File: config.mk
export PLATFORM = sky130hd
export DESIGN_NAME = mem_port_arbiter_flat
export DESIGN_NICKNAME = d
export VERILOG_FILES = /design/src/rtl/mem_port_arbiter_if.sv /design/src/rtl/mem_port_arbiter.sv /design/src/flat_wrapper.sv
export SDC_FILE = /design/constraint.sdc
export NUM_CORES = 1
export LEC_CHECK = 0
export ABC_CLOCK_PERIOD_IN_PS = 3200
export CORE_AREA = 2 2 123 125
export CTS_BUF_LIST = sky130_fd_sc_hd__clkbuf_16
export DETAILED_ROUTE_END_ITERATION = 8
export DIE_AREA = 0 0 125 127
export GPL_ROUTABILITY_DRIVEN = 1
export MAX_ROUTING_LAYER = met4
export PLACE_DENSITY = 0.72
export SLEW_MARGIN = 20
export SYNTH_ARGS = -nofsm -noshare
export SYNTH_HDL_FRONTEND = slang
export SYNTH_SLANG_ARGS = --single-unit
File: constraint.sdc
create_clock -name CLOCK -period 3.2 [get_ports CLOCK]
set_input_delay 0.64 -clock CLOCK [delete_from_list [all_inputs] [get_ports CLOCK]]
set_output_delay 0.64 -clock CLOCK [all_outputs]
set_load 0.05 [all_outputs]
File: src/rtl/mem_port_arbiter_if.sv
// Requester, stall/status and RAM-side signals of the memory port arbiter.
// slave = the arbiter; master = the pipeline stages plus the RAM around it.
interface mem_port_arbiter_if #(
  parameter int DATA_W     = 32,
  parameter int DEPTH_LOG2 = 9
);
  logic                  d_req;
  logic                  d_we;
  logic [31:0]           d_addr;
  logic [DATA_W-1:0]     d_wdata;
  logic                  d_ready;
  logic [DATA_W-1:0]     d_rdata;
  logic                  f_req;
  logic [31:0]           f_addr;
  logic                  f_ready;
  logic [DATA_W-1:0]     f_rdata;
  logic                  dbg_req;
  logic [31:0]           dbg_addr;
  logic                  dbg_ready;
  logic [DATA_W-1:0]     dbg_rdata;
  logic                  stall_f;
  logic                  stall_m;
  logic                  addr_err;
  logic [1:0]            grant_id;
  logic                  mem_en;
  logic                  mem_we;
  logic [DEPTH_LOG2-1:0] mem_addr;
  logic [DATA_W-1:0]     mem_wdata;
  logic [DATA_W-1:0]     mem_rdata;

  modport slave (
    input  d_req, d_we, d_addr, d_wdata, f_req, f_addr, dbg_req, dbg_addr, mem_rdata,
    output d_ready, d_rdata, f_ready, f_rdata, dbg_ready, dbg_rdata,
           stall_f, stall_m, addr_err, grant_id, mem_en, mem_we, mem_addr, mem_wdata
  );

  modport master (
    output d_req, d_we, d_addr, d_wdata, f_req, f_addr, dbg_req, dbg_addr, mem_rdata,
    input  d_ready, d_rdata, f_ready, f_rdata, dbg_ready, dbg_rdata,
           stall_f, stall_m, addr_err, grant_id, mem_en, mem_we, mem_addr, mem_wdata
  );
endinterface

File: src/rtl/mem_port_arbiter.sv
// Shares one single-port RAM between data, fetch and debug; ready comes RAM_LATENCY+2 cycles after
// the request (1 cycle for a range error); losers are held off through stall_f/stall_m until served.
module mem_port_arbiter #(
  parameter int DATA_W       = 32,
  parameter int DEPTH_LOG2   = 9,
  parameter int RAM_LATENCY  = 2,
  parameter int MAX_DATA_RUN = 4
) (
  input logic               CLOCK,
  input logic               RESET,
  mem_port_arbiter_if.slave bus
);
  localparam int LAT_W = $clog2(RAM_LATENCY + 1);
  localparam int RUN_W = $clog2(MAX_DATA_RUN + 1);
  localparam logic [1:0] G_NONE  = 2'd0;
  localparam logic [1:0] G_DATA  = 2'd1;
  localparam logic [1:0] G_FETCH = 2'd2;
  localparam logic [1:0] G_DBG   = 2'd3;

  typedef enum logic [1:0] {S_IDLE, S_ACCESS, S_WAIT, S_RESP} state_t;

  state_t                state_q, state_d;
  logic [1:0]            gid_q, gid_d, win;
  logic [LAT_W-1:0]      lat_q, lat_d;
  logic [RUN_W-1:0]      run_q, run_d;
  logic                  we_q, err_q;
  logic [DEPTH_LOG2-1:0] idx_q;
  logic [DATA_W-1:0]     wdata_q, rdata_q;
  logic [31:0]           sel_addr;
  logic                  sel_we, sel_err, grant, capture;
  logic                  in_resp, d_rdy, f_rdy, g_rdy, acc;
  logic                  unused_addr_lsbs;

  // Fetch overrides data once it has watched MAX_DATA_RUN data grants go by.
  always_comb begin
    win = G_NONE;
    if (bus.f_req && run_q == RUN_W'(MAX_DATA_RUN)) win = G_FETCH;
    else if (bus.d_req)                              win = G_DATA;
    else if (bus.f_req)                              win = G_FETCH;
    else if (bus.dbg_req)                            win = G_DBG;
  end

  always_comb begin
    case (win)
      G_DATA:  sel_addr = bus.d_addr;
      G_FETCH: sel_addr = bus.f_addr;
      default: sel_addr = bus.dbg_addr;
    endcase
  end

  assign sel_we           = (win == G_DATA) && bus.d_we;
  assign sel_err          = |sel_addr[31:DEPTH_LOG2+2];
  assign unused_addr_lsbs = ^sel_addr[1:0];

  always_comb begin
    state_d = state_q;
    gid_d   = gid_q;
    lat_d   = lat_q;
    grant   = 1'b0;
    capture = 1'b0;
    case (state_q)
      S_IDLE: begin
        if (win != G_NONE) begin
          grant   = 1'b1;
          gid_d   = win;
          state_d = sel_err ? S_RESP : S_ACCESS;
        end
      end
      S_ACCESS: begin
        lat_d   = LAT_W'(RAM_LATENCY);
        state_d = S_WAIT;
      end
      S_WAIT: begin
        lat_d = lat_q - LAT_W'(1);
        if (lat_q == LAT_W'(1)) begin
          capture = 1'b1;
          state_d = S_RESP;
        end
      end
      S_RESP: begin
        state_d = S_IDLE;
        gid_d   = G_NONE;
      end
      default: state_d = S_IDLE;
    endcase
  end

  always_comb begin
    run_d = run_q;
    if (!bus.f_req || (grant && win == G_FETCH))
      run_d = '0;
    else if (grant && win == G_DATA && run_q != RUN_W'(MAX_DATA_RUN))
      run_d = run_q + RUN_W'(1);
  end

  always_ff @(posedge CLOCK) begin
    if (RESET) begin
      state_q <= S_IDLE;
      gid_q   <= G_NONE;
      lat_q   <= '0;
      run_q   <= '0;
      we_q    <= 1'b0;
      err_q   <= 1'b0;
      idx_q   <= '0;
      wdata_q <= '0;
      rdata_q <= '0;
    end else begin
      state_q <= state_d;
      gid_q   <= gid_d;
      lat_q   <= lat_d;
      run_q   <= run_d;
      // rdata starts at 0 so writes and range errors respond with zero.
      if (grant) begin
        we_q    <= sel_we;
        err_q   <= sel_err;
        idx_q   <= sel_addr[DEPTH_LOG2+1:2];
        wdata_q <= sel_we ? bus.d_wdata : '0;
        rdata_q <= '0;
      end
      if (capture && !we_q) rdata_q <= bus.mem_rdata;
    end
  end

  assign in_resp = (state_q == S_RESP);
  assign d_rdy   = in_resp && (gid_q == G_DATA);
  assign f_rdy   = in_resp && (gid_q == G_FETCH);
  assign g_rdy   = in_resp && (gid_q == G_DBG);
  assign acc     = (state_q == S_ACCESS);

  assign bus.d_ready   = d_rdy;
  assign bus.f_ready   = f_rdy;
  assign bus.dbg_ready = g_rdy;
  assign bus.d_rdata   = d_rdy ? rdata_q : '0;
  assign bus.f_rdata   = f_rdy ? rdata_q : '0;
  assign bus.dbg_rdata = g_rdy ? rdata_q : '0;
  assign bus.addr_err  = in_resp && err_q;
  assign bus.stall_f   = bus.f_req & ~f_rdy;
  assign bus.stall_m   = bus.d_req & ~d_rdy;
  assign bus.grant_id  = gid_q;
  assign bus.mem_en    = acc;
  assign bus.mem_we    = acc && we_q;
  assign bus.mem_addr  = acc ? idx_q : '0;
  assign bus.mem_wdata = acc ? wdata_q : '0;
endmodule
File: src/flat_wrapper.sv
// flat-port wrapper written by rule: the top's interface ports become plain ports
module mem_port_arbiter_flat 
#(
  parameter int DATA_W       = 32,
  parameter int DEPTH_LOG2   = 9,
  parameter int RAM_LATENCY  = 2,
  parameter int MAX_DATA_RUN = 4
)
  (CLOCK, RESET, bus_d_req, bus_d_we, bus_d_addr, bus_d_wdata, bus_f_req, bus_f_addr, bus_dbg_req, bus_dbg_addr, bus_mem_rdata, bus_d_ready, bus_d_rdata, bus_f_ready, bus_f_rdata, bus_dbg_ready, bus_dbg_rdata, bus_stall_f, bus_stall_m, bus_addr_err, bus_grant_id, bus_mem_en, bus_mem_we, bus_mem_addr, bus_mem_wdata);
  mem_port_arbiter_if #(.DATA_W(DATA_W), .DEPTH_LOG2(DEPTH_LOG2)) bus_i ();
  input logic CLOCK;
  input logic RESET;
  input wire logic [$bits(bus_i.d_req)-1:0] bus_d_req;
  input wire logic [$bits(bus_i.d_we)-1:0] bus_d_we;
  input wire logic [$bits(bus_i.d_addr)-1:0] bus_d_addr;
  input wire logic [$bits(bus_i.d_wdata)-1:0] bus_d_wdata;
  input wire logic [$bits(bus_i.f_req)-1:0] bus_f_req;
  input wire logic [$bits(bus_i.f_addr)-1:0] bus_f_addr;
  input wire logic [$bits(bus_i.dbg_req)-1:0] bus_dbg_req;
  input wire logic [$bits(bus_i.dbg_addr)-1:0] bus_dbg_addr;
  input wire logic [$bits(bus_i.mem_rdata)-1:0] bus_mem_rdata;
  output wire logic [$bits(bus_i.d_ready)-1:0] bus_d_ready;
  output wire logic [$bits(bus_i.d_rdata)-1:0] bus_d_rdata;
  output wire logic [$bits(bus_i.f_ready)-1:0] bus_f_ready;
  output wire logic [$bits(bus_i.f_rdata)-1:0] bus_f_rdata;
  output wire logic [$bits(bus_i.dbg_ready)-1:0] bus_dbg_ready;
  output wire logic [$bits(bus_i.dbg_rdata)-1:0] bus_dbg_rdata;
  output wire logic [$bits(bus_i.stall_f)-1:0] bus_stall_f;
  output wire logic [$bits(bus_i.stall_m)-1:0] bus_stall_m;
  output wire logic [$bits(bus_i.addr_err)-1:0] bus_addr_err;
  output wire logic [$bits(bus_i.grant_id)-1:0] bus_grant_id;
  output wire logic [$bits(bus_i.mem_en)-1:0] bus_mem_en;
  output wire logic [$bits(bus_i.mem_we)-1:0] bus_mem_we;
  output wire logic [$bits(bus_i.mem_addr)-1:0] bus_mem_addr;
  output wire logic [$bits(bus_i.mem_wdata)-1:0] bus_mem_wdata;
  assign bus_i.d_req = bus_d_req;
  assign bus_i.d_we = bus_d_we;
  assign bus_i.d_addr = bus_d_addr;
  assign bus_i.d_wdata = bus_d_wdata;
  assign bus_i.f_req = bus_f_req;
  assign bus_i.f_addr = bus_f_addr;
  assign bus_i.dbg_req = bus_dbg_req;
  assign bus_i.dbg_addr = bus_dbg_addr;
  assign bus_i.mem_rdata = bus_mem_rdata;
  assign bus_d_ready = bus_i.d_ready;
  assign bus_d_rdata = bus_i.d_rdata;
  assign bus_f_ready = bus_i.f_ready;
  assign bus_f_rdata = bus_i.f_rdata;
  assign bus_dbg_ready = bus_i.dbg_ready;
  assign bus_dbg_rdata = bus_i.dbg_rdata;
  assign bus_stall_f = bus_i.stall_f;
  assign bus_stall_m = bus_i.stall_m;
  assign bus_addr_err = bus_i.addr_err;
  assign bus_grant_id = bus_i.grant_id;
  assign bus_mem_en = bus_i.mem_en;
  assign bus_mem_we = bus_i.mem_we;
  assign bus_mem_addr = bus_i.mem_addr;
  assign bus_mem_wdata = bus_i.mem_wdata;
  mem_port_arbiter #(.DATA_W(DATA_W), .DEPTH_LOG2(DEPTH_LOG2), .RAM_LATENCY(RAM_LATENCY), .MAX_DATA_RUN(MAX_DATA_RUN)) u_core (.CLOCK(CLOCK), .RESET(RESET), .bus(bus_i));
endmodule
-- Word-level counts from Yosys, hierarchy flattened
Index checks and enable logic that the tools add are counted.
- bits in registers: 84
- output and inout bits: 147
- logic and storage cells: 75
- eq/ne operators: 13
- reductions and logical operators: 23
- add/subtract/negate cells: 2
- mux-type cells: 24
- bitwise operators: 4
- operators by type and width (operator ; count):
    32-bit two-way mux ; 7
    32-bit one-hot mux with 2 select lines ; 1
    21-bit OR reduction ; 1
    2-bit two-way mux ; 8
    1-bit logical AND ; 11
    2-bit == test, second input constant ; 5
    9-bit two-way mux ; 1
    2-bit by 1-bit == test with 1-bit output, second input constant ; 4
    2-bit one-hot mux with 2 select lines ; 2
    2-bit one-hot mux with 4 select lines ; 1
    2-bit nonzero test ; 4
    1-bit two-way mux ; 4
    2-bit by 1-bit inequality test with 1-bit output, second input constant ; 2
    2-bit AND reduction ; 2
    3-bit by 1-bit adder with 3-bit output, second input constant ; 1
    3-bit == test, second input constant ; 1
    3-bit inequality test, second input constant ; 1
    1-bit bitwise AND ; 2
    1-bit logical NOT ; 2
    2-bit logical NOT ; 1
    1-bit NOT ; 2
    2-bit OR reduction ; 1
    2-bit by 1-bit subtractor with 2-bit output, second input constant ; 1
    1-bit logical OR ; 1

-- Depth between registers and ports, before layout
- depth after elaboration: 10
- depth in mapped cells: 12

-- Worst setup path after synthesis
Ideal clock, no wire load.
- path type: reg2out
- from: reg u_core.gid_q[0] (netlist: u_core.bus.grant_id[0])
- to: out bus_d_rdata[22]
- slack: 400 ps
- stages on the path, launching flop included: 5
- buffers on the path: 2
- data arrival time: 2160 ps
- cells stage by stage: dfxtp_1 and3b_1 clkbuf_1 clkbuf_1 and2_1
- cells in the longest elaborated chain, start to end: 3
- ends and longest elaborated chain (what ; line ; RTL):
    start: declaration ; mem_port_arbiter.sv:23 ; logic [1:0] gid_q, gid_d, win;
    start signal: assignment ; mem_port_arbiter.sv:109 ; gid_q <= gid_d;
    2-bit by 1-bit == test with 1-bit output ; mem_port_arbiter.sv:125 ; assign d_rdy = in_resp && (gid_q == G_DATA);
    1-bit logical AND ; mem_port_arbiter.sv:125 ;
    net bus_d_ready ; flat_wrapper.sv:22 ; output wire logic [$bits(bus_i.d_ready)-1:0] bus_d_ready;
    32-bit two-way mux ; mem_port_arbiter.sv:133 ; assign bus.d_rdata = d_rdy ? rdata_q : '0;
    end: declaration ; flat_wrapper.sv:23 ; output wire logic [$bits(bus_i.d_rdata)-1:0] bus_d_rdata;
The timed path passes the listed nets, and every way through them passes these cells.

-- Final worst setup path
- from: in bus_f_req
- to: out bus_stall_f
- cells in the longest elaborated chain, start to end: 1
- ends and longest elaborated chain (what ; line ; RTL):
    start: declaration ; flat_wrapper.sv:17 ; input wire logic [$bits(bus_i.f_req)-1:0] bus_f_req;
    1-bit bitwise AND ; mem_port_arbiter.sv:137 ; assign bus.stall_f = bus.f_req & ~f_rdy;
    end: declaration ; flat_wrapper.sv:28 ; output wire logic [$bits(bus_i.stall_f)-1:0] bus_stall_f;
No other way between the ends.

==> impl_results.md <==
* Status: finished clean
* # rows at 44
* Period utilization at 87.69%
* Total gr overflow at 0
* RSZ-0062 raised after global routing: false
* CP peak stage delay at roughly 0.83 ns
* Routed wire length at between 15,000 and 20,000 um
* Syn Area/Cell at 7.717 sq um
* Share of layout cells above drive strength 1 at between 20% and 30%
* Area of the multi-input gates at 2524 sq um
* Vias in the first global route at 4,825
* TritonRoute pass-1 iters at 6
* Synthesized area at 4414 sq um
* Fill cell count at about 1,400
* Minimum clock period at 2.806 ns
* CTS buffer count at 9
* Crit Path Max Fanout at 5
* Yosys reg bits at 84
* Power Dens Cells at roughly 450 nW/um^2
* Slew @ Worst Pin at 0.7342 ns
* Async SR Flop Fraction at 0%
* Post-Synthesis Cells at 572
* Post-CTS Setup Bufs at 0
* Max-cap violations at 0
* Critical Path, Cell by Cell: clkdlybuf4s50_1 > nor2b_1 > clkdlybuf4s50_1
* CP Depth at 3
* Worst r2r dst: u_core.state_q[1]
* Crit end category: output port
* Hold Crit Class: reg -> reg
* Hpwl dp at 12,330 um
* DRT antenna net count at 0
* CP startpoint kind: input pin
* Die extent in x at 125 um
* Total Nets Final at a little over 1,000
* Worst reg2reg startpoint: u_core.run_q[0]
* Max Fclk at between 300 and 400 MHz
* Largest net degree at the start of global routing at 44
* Routed vias/inst at between 4 and 5
* Final Hold Viols at 0
* Wire length per cell at roughly 16 um
* CP max-delay cell: clkdlybuf4s50_1
* Worst Setup EP: bus_stall_f
* Core Util, Final at roughly 56%
* # DRC at 0
* Main flop type after synthesis: dfxtp_1
* Area growth syn-to-layout at 82.43%
* I/O Buffers at about 310
* Post-CTS sizing at 0
* Final hold slack at ~0.46 ns
* Total clock sinks at 84
* Die Area at 15,880 sq um
* CTS Buffer Depth at 2
* Family with the most delay on the worst path: buffers and inverters
* Gr usage total at 20.83%
* Most numerous cell on the critical path: clkdlybuf4s50_1
* # diodes at 0
* First-pass GRT wire length at 26,110 um
* EDFF count, synth at 0
* Static Leak at ~3.3 nW
* Initial antenna violation count at 0
* Routed vias at 4,991
* Htree depth at 3
* FF-to-FF path depth at 12
* Count of cell types in the netlist at 38
* Warnings from Yosys at 0
* Final WS setup at 0.3939 ns
* Critical path required time at around 2.6 ns
* Initial Utilization at 30.60%
* Final GP Congestion at roughly 0.84
* I/O pin count at around 310
* Crit path launch: bus_f_req
* Reg2reg setup slack at about 0.84 ns
* Clock latency on the worst-skew pair at roughly 0.33 ns
* Post-Syn Nets at approximately 750
* Hold_buf cts at 0
* Max-slew violation count at 0
* CTS tree: done
* Flip-flop and latch area at ~1700 sq um
* WS Path Type: in -> out
* Clock Skews at around 0.005 ns
* Pre-CTS setup slack at 0.2282 ns
* Design Power at 3.596 mW
* Slew margin rel. at between 50 and 60%
* Clock slew at reported path FFs at 0.06 ns
* Core footprint at 14,420 sq um
* Seq/Total Area, Yosys at a little under two fifths
* Peak supply drop at 264.0 uV
* Setup violators final at 0
* Root buffer cell: clkbuf_16
* Setup tns final at 0 ns
* CP Buf/Inv Count at 2
* Drt initial violations at 238
* Worst path arrival time at 2.17 ns
* Chip height at 127 um
flip-flops by register name, summed over array words and instances (netlist names):
| signal | flops |
|---|---|
| u_core.lat_q | 2 |
| u_core.idx_q | 9 |
| u_core.wdata_q | 32 |
| u_core.state_q | 2 |
| u_core.err_q | 1 |
| u_core.bus.grant_id | 2 |
| u_core.run_q | 3 |
| u_core.we_q | 1 |
| u_core.rdata_q | 32 |
where the power goes:
group          switching, mW  leakage (nW)  internal [mW]
registers             0.0659         0.681           1.15
logic                  0.721          2.47          0.486
clock network          0.424         0.160          0.753
metrics by stage:
| stage | area [sq um] | cells |
|---|---|---|
| after global routing | 8053 | 1045 |
| final | 8053 | 1045 |
| after CTS | 8053 | 1045 |
| after detailed placement | 7722 | 1029 |
| after global placement | 7722 | 1029 |
| after floorplan | 4414 | 572 |
layer usage:
layer,global-route usage [%],routed length [um]
met4,6.928,316
met5,-,0
met3,4.397,1121
met2,34.46,8063
met1,25.47,6951
final cells by class:
cell class	instances	share of cell area, %
multi-input combinational	431	31.34
inverter	9	0.4195
timing repair buffer	321	40.40
sequential	84	20.88
clock buffer	9	2.797
tap	184	2.859
clock inverter	7	1.305
how the worst min path moves through the flow:
stage / endpoint / start / depth (start not counted) / slack, ns
floorplan: u_core.err_q / u_core.err_q / 2 / 0.43
global placement: u_core.err_q / u_core.err_q / 2 / 0.45
detailed placement: u_core.err_q / u_core.err_q / 2 / 0.45
CTS: u_core.err_q / u_core.err_q / 2 / 0.46
global route: u_core.err_q / u_core.err_q / 2 / 0.50
finish: u_core.err_q / u_core.err_q / 2 / 0.46
cell usage in the layout (no fill, tap or decap), types with 2 or more instances in the layout:
| cell type | Yosys | final |
|---|---|---|
| nand4_1 | 3 | 3 |
| and3_1 | 2 | 2 |
| bufinv_16 | 0 | 3 |
| inv_1 | 9 | 9 |
| nand2_1 | 41 | 41 |
| clkbuf_16 | 0 | 9 |
| nor2b_1 | 4 | 4 |
| or4_1 | 3 | 3 |
| nand3_1 | 35 | 35 |
| a22oi_1 | 41 | 41 |
| buf_4 | 0 | 122 |
| nor4_1 | 10 | 10 |
| nor2_2 | 0 | 2 |
| dfxtp_1 | 84 | 84 |
| nor3_1 | 3 | 3 |
| a211oi_1 | 10 | 10 |
| o21ai_0 | 3 | 3 |
| buf_12 | 0 | 35 |
| a21oi_1 | 45 | 45 |
| clkinv_1 | 0 | 4 |
| ha_1 | 11 | 11 |
| nor2_1 | 62 | 60 |
| clkdlybuf4s50_1 | 0 | 163 |
| and2_1 | 139 | 139 |
tightest hold or removal path, cell delays in order, from the launching register on:
cell     delay (ns)
dfxtp_1        0.31
nand2_1        0.05
a21oi_1        0.05
cell families after synthesis:
kind of cell	Yosys count	synth area share, %
XOR/XNOR	2	0.3969
AND/OR/NAND/NOR	309	37.16
AO/OA/AOI/OAI	107	15.73
adder cells (fa/ha/maj)	11	3.118
buffers and inverters	57	5.017
multiplexers	2	0.4819
flip-flops	84	38.10
synth_stat cells, types with 2 or more instances:
library cell	count	share of area, %
a21oi_1	45	5.1
inv_1	9	0.77
nor4_1	10	1.4
nand2b_1	2	0.28
a211oi_1	10	1.7
or4_1	3	0.51
buf_2	6	0.68
a22oi_1	41	7.0
nand2_1	41	3.5
nand3_1	35	4.0
ha_1	11	3.1
buf_1	4	0.34
nor2b_1	4	0.57
nor3_1	3	0.34
dfxtp_1	84	38
and3_1	2	0.28
o21ai_0	3	0.34
nor2_1	62	5.3
nand4_1	3	0.43
clkbuf_1	38	3.2
and2_1	139	20
(Power assumes the default switching activity.)
